## config.mk

```make
export PLATFORM = sky130hd
export DESIGN_NAME = dmem_responder
export DESIGN_NICKNAME = d
export VERILOG_FILES = /design/src/rtl/dmem_pkg.sv /design/src/rtl/dmem_array.sv /design/src/rtl/dmem_responder.sv
export SDC_FILE = /design/constraint.sdc
export NUM_CORES = 2
export LEC_CHECK = 0
export ABC_CLOCK_PERIOD_IN_PS = 5400
export CAP_MARGIN = 40
export CORE_ASPECT_RATIO = 0.9
export CORE_MARGIN = 5
export CORE_UTILIZATION = 55
export CTS_CLUSTER_DIAMETER = 100
export DETAILED_ROUTE_END_ITERATION = 8
export PLACE_DENSITY = 0.7
export SLEW_MARGIN = 10
export SYNTH_ARGS = -nofsm -noshare
export SYNTH_HDL_FRONTEND = slang
export SYNTH_SLANG_ARGS = --single-unit
export TNS_END_PERCENT = 5
```

## constraint.sdc

```tcl
create_clock -name clk_i -period 5.4 [get_ports clk_i]
set_input_delay 1.08 -clock clk_i [delete_from_list [all_inputs] [get_ports clk_i]]
set_output_delay 1.08 -clock clk_i [all_outputs]
set_load 0.1 [all_outputs]
```

## src/rtl/dmem_pkg.sv

```systemverilog
`default_nettype none
// ============================================================================
// Module      : dmem_pkg
// Description : Shared types and constants for the data-memory responder:
//               FSM state encoding, default latency/depth and index width.
// Revision    : 1.0 - initial release
// ============================================================================
package dmem_pkg;

  // Responder FSM states
  typedef enum logic [1:0] {
    ST_IDLE = 2'd0,
    ST_BUSY = 2'd1,
    ST_RESP = 2'd2
  } dmem_state_e;

  // Default request-to-ack latency (legal 1..15) and storage depth in words
  localparam int unsigned LATENCY_DEF = 4;
  localparam int unsigned DEPTH_DEF   = 32;

  // Latency counter width; holds LATENCY-1 for the largest legal LATENCY
  localparam int unsigned CNT_W = 4;

  // Word-index width for a given depth, never narrower than one bit
  function automatic int unsigned idx_width(input int unsigned depth);
    return (depth > 1) ? $clog2(depth) : 1;
  endfunction

  localparam int unsigned IDX_W_DEF = idx_width(DEPTH_DEF);

endpackage : dmem_pkg
`default_nettype wire

```

## src/rtl/dmem_array.sv

```systemverilog
`default_nettype none
// ============================================================================
// Module      : dmem_array
// Description : Word storage for the data-memory responder. Synchronous
//               write, asynchronous read, synchronous clear of every word
//               while reset is held low.
// Revision    : 1.0 - initial release
// ============================================================================
module dmem_array
  import dmem_pkg::*;
#(
  parameter int unsigned DEPTH = DEPTH_DEF,
  parameter int unsigned IDX_W = idx_width(DEPTH)
) (
  input  logic             clk_i,
  input  logic             rst_i,
  input  logic             i_we,
  input  logic [IDX_W-1:0] i_addr,
  input  logic [31:0]      i_wdata,
  output logic [31:0]      o_rdata
);

  logic [31:0] r_mem [DEPTH];

  // Zero all words during reset; otherwise commit a full-word store
  always_ff @(posedge clk_i) begin
    if (!rst_i) begin
      for (int i = 0; i < int'(DEPTH); i++) begin
        r_mem[i] <= '0;
      end
    end else if (i_we) begin
      r_mem[i_addr] <= i_wdata;
    end
  end

  // Combinational read of the addressed word
  assign o_rdata = r_mem[i_addr];

endmodule : dmem_array
`default_nettype wire

```

## src/rtl/dmem_responder.sv

```systemverilog
`default_nettype none
// ============================================================================
// Module      : dmem_responder
// Description : Fixed-latency data-memory responder for a pipelined CPU.
//               Latches a request, counts LATENCY cycles, performs the word
//               access (with alignment/range fault check) and pulses ack_o.
//               stall_o freezes the pipeline while a request is in flight.
// Revision    : 1.0 - initial release
// ============================================================================
module dmem_responder
  import dmem_pkg::*;
#(
  parameter int unsigned LATENCY = LATENCY_DEF,
  parameter int unsigned DEPTH   = DEPTH_DEF
) (
  input  logic        clk_i,
  input  logic        rst_i,
  input  logic        req_i,
  input  logic        we_i,
  input  logic [31:0] addr_i,
  input  logic [31:0] wdata_i,
  output logic        ack_o,
  output logic [31:0] rdata_o,
  output logic        stall_o,
  output logic        err_o
);

  localparam int unsigned IDX_W = idx_width(DEPTH);

  dmem_state_e      r_state;
  logic [CNT_W-1:0] r_cnt;
  logic             r_we;
  logic [31:0]      r_addr;
  logic [31:0]      r_wdata;
  logic             r_ack;
  logic             r_err;
  logic [31:0]      r_rdata;

  logic             w_fault;
  logic             w_misaligned;
  logic             w_out_of_range;
  logic             w_access;
  logic             w_mem_we;
  logic [IDX_W-1:0] w_idx;
  logic [31:0]      w_rd_word;

  // Fault and index decode work from the latched address so the payload
  // may change freely once the request has been accepted.
  assign w_misaligned   = (r_addr[1:0] != 2'b00);
  assign w_out_of_range = ({2'b00, r_addr[31:2]} >= 32'(DEPTH));
  assign w_fault        = w_misaligned | w_out_of_range;
  assign w_idx          = r_addr[IDX_W+1:2];

  // The access happens on the last BUSY cycle; a faulting store never writes
  assign w_access = (r_state == ST_BUSY) && (r_cnt == '0);
  assign w_mem_we = w_access && r_we && !w_fault;

  dmem_array #(
    .DEPTH (DEPTH),
    .IDX_W (IDX_W)
  ) u_array (
    .clk_i   (clk_i),
    .rst_i   (rst_i),
    .i_we    (w_mem_we),
    .i_addr  (w_idx),
    .i_wdata (r_wdata),
    .o_rdata (w_rd_word)
  );

  // Request FSM with latency counter and registered ack/err/rdata
  always_ff @(posedge clk_i) begin
    if (!rst_i) begin
      r_state <= ST_IDLE;
      r_cnt   <= '0;
      r_we    <= 1'b0;
      r_addr  <= '0;
      r_wdata <= '0;
      r_ack   <= 1'b0;
      r_err   <= 1'b0;
      r_rdata <= '0;
    end else begin
      // ack and err are single-cycle pulses unless re-asserted below
      r_ack <= 1'b0;
      r_err <= 1'b0;
      case (r_state)
        ST_IDLE: begin
          if (req_i) begin
            r_we    <= we_i;
            r_addr  <= addr_i;
            r_wdata <= wdata_i;
            r_cnt   <= CNT_W'(LATENCY - 1);
            r_state <= ST_BUSY;
          end
        end
        ST_BUSY: begin
          if (r_cnt != '0) begin
            r_cnt <= r_cnt - 1'b1;
          end else begin
            r_state <= ST_RESP;
            r_ack   <= 1'b1;
            r_err   <= w_fault;
            // Loads update the held read data only when they do not fault
            if (!r_we && !w_fault) begin
              r_rdata <= w_rd_word;
            end
          end
        end
        ST_RESP: begin
          // Ack cycle: req_i is ignored; return to IDLE for the bubble cycle
          r_state <= ST_IDLE;
        end
        default: begin
          r_state <= ST_IDLE;
        end
      endcase
    end
  end

  assign ack_o   = r_ack;
  assign err_o   = r_err;
  assign rdata_o = r_rdata;

  // Pipeline freeze: any pending request not completing this cycle
  assign stall_o = req_i & ~r_ack;

endmodule : dmem_responder
`default_nettype wire

```

==> impl_metrics.env <==
export IMPL_status="finished, final reports clean"
export IMPL_synth_area_leaders="edfxtp_1, and2_1, mux2i_1"
export IMPL_grt_ovfl_total=0
export IMPL_setup_reg_to_reg_worst_slack_ns=1.69
export IMPL_clock_skew_final_ns=0.0397
export IMPL_detailedPlace_worstSlack_ns=1.39
export IMPL_timing_hold_violations_final=0
export IMPL_async_reset_ff_share_pct=0
export IMPL_initial_core_util_pct=55.2
export IMPL_grt_antenna_before_repair=2
export IMPL_clkLatencyLatePin_ns=0.70
export IMPL_worst_slack_setup_final_ns=1.69
export IMPL_placed_cells=4805
export IMPL_totalNegativeSetupSlack_ns=0
export IMPL_whs_endpoint="r_addr[13]"
export IMPL_cp_end_kind="register"
export IMPL_max_slew_margin_pct=38.9
export IMPL_final_fill_count=6648
export IMPL_io_pin_count=103
export IMPL_dr_pass1_iters=5
export IMPL_min_period_ns=3.71
export IMPL_post_dp_hpwl_um=81800
export IMPL_ys_flop_type="edfxtp_1"
export IMPL_wl_met2_um=63900
export IMPL_portBuffers=102
export IMPL_rsz0062_at_grt="no"
export IMPL_detail_route_vias_per_cell=6.03
export IMPL_core_area_um2=90800
export IMPL_fin_cells=5024
export IMPL_detailroute_wirelength_met3_um=10400
export IMPL_r2r_end="rdata_o[27]"
export IMPL_number_of_global_route_vias_before_repair=30665
export IMPL_postSynthCellCount=3645
export IMPL_htree_levels=3
export IMPL_post_synth_cell_area_avg_um2=13.8
export IMPL_clkPwrFrac_pct=40.1
export IMPL_worstSetupStartpointType="register"
export IMPL_cts_tree="yes"
export IMPL_synth_edf_count=1024
export IMPL_hold_path_cell_count=2
export IMPL_layout_area_overhead_vs_synth_pct=14.4
export IMPL_power_share_combinational_pct=7.7
export IMPL_postSynthNetCount=3714
export IMPL_fp_row_count=105
export IMPL_ff2ff_path_depth=6
export IMPL_hold_class="register to register"
export IMPL_final_common_cell="and2_1"
export IMPL_fp_dieW_um=328
export IMPL_numClockSinks=1129
export IMPL_route_detailed_wl_per_inst_um=26.5
export IMPL_p_switching_w=0.00438
export IMPL_synth_top_area_cell="edfxtp_1"
export IMPL_grt_start_max_net_pins=107
export IMPL_clkTransAtPathRegs_ns=0.06
export IMPL_die_h_um=296
export IMPL_top_library_cells_by_usage_in_the_layout_fill_and_taps_aside="and2_1, edfxtp_1, mux2i_1, o22ai_1, nand2_1"
export IMPL_routed_via_count=30313
export IMPL_cts_resized=0
export IMPL_route_layer_met1_wl_um=53600
export IMPL_synth_seq_cells=1129
export IMPL_timing_final_setup_violations=0
export IMPL_switching_share_of_power_pct=23.0
export IMPL_global_route_wire_length_before_repair_um=198000
export IMPL_worst_pin_slew_ns=0.916
export IMPL_internal_power_w=0.0147
export IMPL_hold_worst_slack_ns=0.456
export IMPL_drv_cap=0
export IMPL_totalWireLength_um=133000
export IMPL_max_clock_freq_ghz=0.269
export IMPL_power_sequential_fraction_pct=52.3
export IMPL_synth_top_cell_area_share_pct=61.4
export IMPL_worst_ir_drop_vdd_uv=255
export IMPL_cts_max_path_buffers=3
export IMPL_highest_signal_layer="met4"
export IMPL_final_max_slew_viol_count=0
export IMPL_gp_congestion=0.857
export IMPL_remaining_drc_errors=0
export IMPL_rr_startpoint="r_addr[2]"
export IMPL_synthDistinctLibCells=55
export IMPL_clockRootBuffer="clkbuf_16"
export IMPL_drive_gt1_share_pct=13.1
export IMPL_path_class="register to register"
export IMPL_track_usage_pct=27.3
export IMPL_worst_ep_required_time_ns=5.92
export IMPL_power_per_cell_area_nw_per_um2=332
export IMPL_cts_inserted_buffers=113
export IMPL_die_area_um2=97300
export IMPL_post_synth_instance_area_um2=50100
export IMPL_drtAntennaViolNets=0
export IMPL_ys_seq_area_share_pct=65.5
export IMPL_p_total_w=0.0190
export IMPL_cts_hold_buffers_added=0
export IMPL_crit_arrival_ns=4.23
export IMPL_first_iter_violations=3557
export IMPL_crit_path_max_fanout=45
export IMPL_post_route_period_util_pct=68.7
export IMPL_yosys_warnings=0
export IMPL_final_nets=3759
export IMPL_leakage_nw=20.1
export IMPL_min_delay_start="r_addr[13]"
export IMPL_postCtsSetupRepairBufs=0
Yosys cell counts (4+ instances only):
library cell,number
a2111oi_0,5
a2111oi_1,4
a2111oi_2,19
a21oi_1,65
a31oi_1,31
and2_1,1026
buf_1,5
buf_2,93
buf_4,21
clkbuf_1,221
clkbuf_2,6
dfxtp_1,105
edfxtp_1,1024
inv_1,4
mux2i_1,382
mux4_2,65
nand2_1,165
nand4_2,4
nand4bb_1,4
nor2_1,39
nor2_2,6
nor2b_1,4
nor3_1,6
nor4_1,8
o21ai_0,64
o22ai_1,191
or4_1,30
or4b_1,4
flip-flops by register name (all words and copies together) (netlist names):
register       flops
r_addr            32
r_cnt              4
ack_o              1
rdata_o           32
r_wdata           32
err_o              1
u_array.r_mem   1024
r_state            2
r_we               1
critical path: stages, from the launching register on:
cell and delay (ns):
dfxtp_4 0.85, or4bb_1 0.76, buf_4 0.38, o22ai_1 0.20, or4_1 0.59, a2111oi_0 0.55
a31oi_1 0.18
worst max path at each step:
stage          startpoint                     to  depth (start not counted)
2_1_floorplan       rst_i   u_array.r_mem[31][0]                          5
3_3_place_gp    r_addr[3]            rdata_o[26]                          6
3_5_place_dp        rst_i  u_array.r_mem[14][30]                          6
4_1_cts         r_addr[2]            rdata_o[27]                          6
5_1_grt         r_addr[2]            rdata_o[27]                          6
6_report        r_addr[2]            rdata_o[27]                          6
through the flow:
| step | area [um^2] | util, % |
|---|---|---|
| CTS | 57300 | 63.1 |
| detailed placement | 53700 | 59.2 |
| floorplan | 50100 | - |
| finish | 57300 | 63.1 |
| global route | 57300 | 63.1 |
| global placement | 52500 | 57.9 |
power groups by stage:
stage	Combinational, W	Clock, W	Sequential (W)
floorplan	0.000857	0	0.0101
global placement	0.00131	0	0.0102
detailed placement	0.00146	0	0.0101
CTS	0.00147	0.00771	0.00995
global route	0.00154	0.00809	0.00997
finish	0.00147	0.00763	0.00995
routing by layer:
metal  up-vias  global-route usage [%]
met3       238                    3.82
met1     15406                    38.0
met2      1347                    44.3
li1      13322                       -
met5         -                       0
met4         0                    10.4
cell type report:
| type | count | area (um^2) | area share, % |
|---|---|---|---|
| flip-flops and latches | 1129 | 32900 | 57.3 |
| well taps | 1230 | 1540 | 2.68 |
| diodes | 4 | 10.0 | 0.0175 |
| multi-input cells | 2161 | 16200 | 28.2 |
| clock inverters | 51 | 458 | 0.799 |
| clock buffers | 164 | 3130 | 5.46 |
| inverters | 6 | 22.5 | 0.0393 |
| repair buffers | 279 | 3150 | 5.50 |
kinds of logic after synthesis:
group	synth area share [%]
XOR/XNOR	0.0350
multiplexers	10.5
adder cells (fa/ha/maj)	0.0250
AO/OA/AOI/OAI	4.98
flip-flops	65.5
AND/OR/NAND/NOR	15.8
buffers and inverters	3.11
Note: power is estimated with default switching activity, not from simulation.
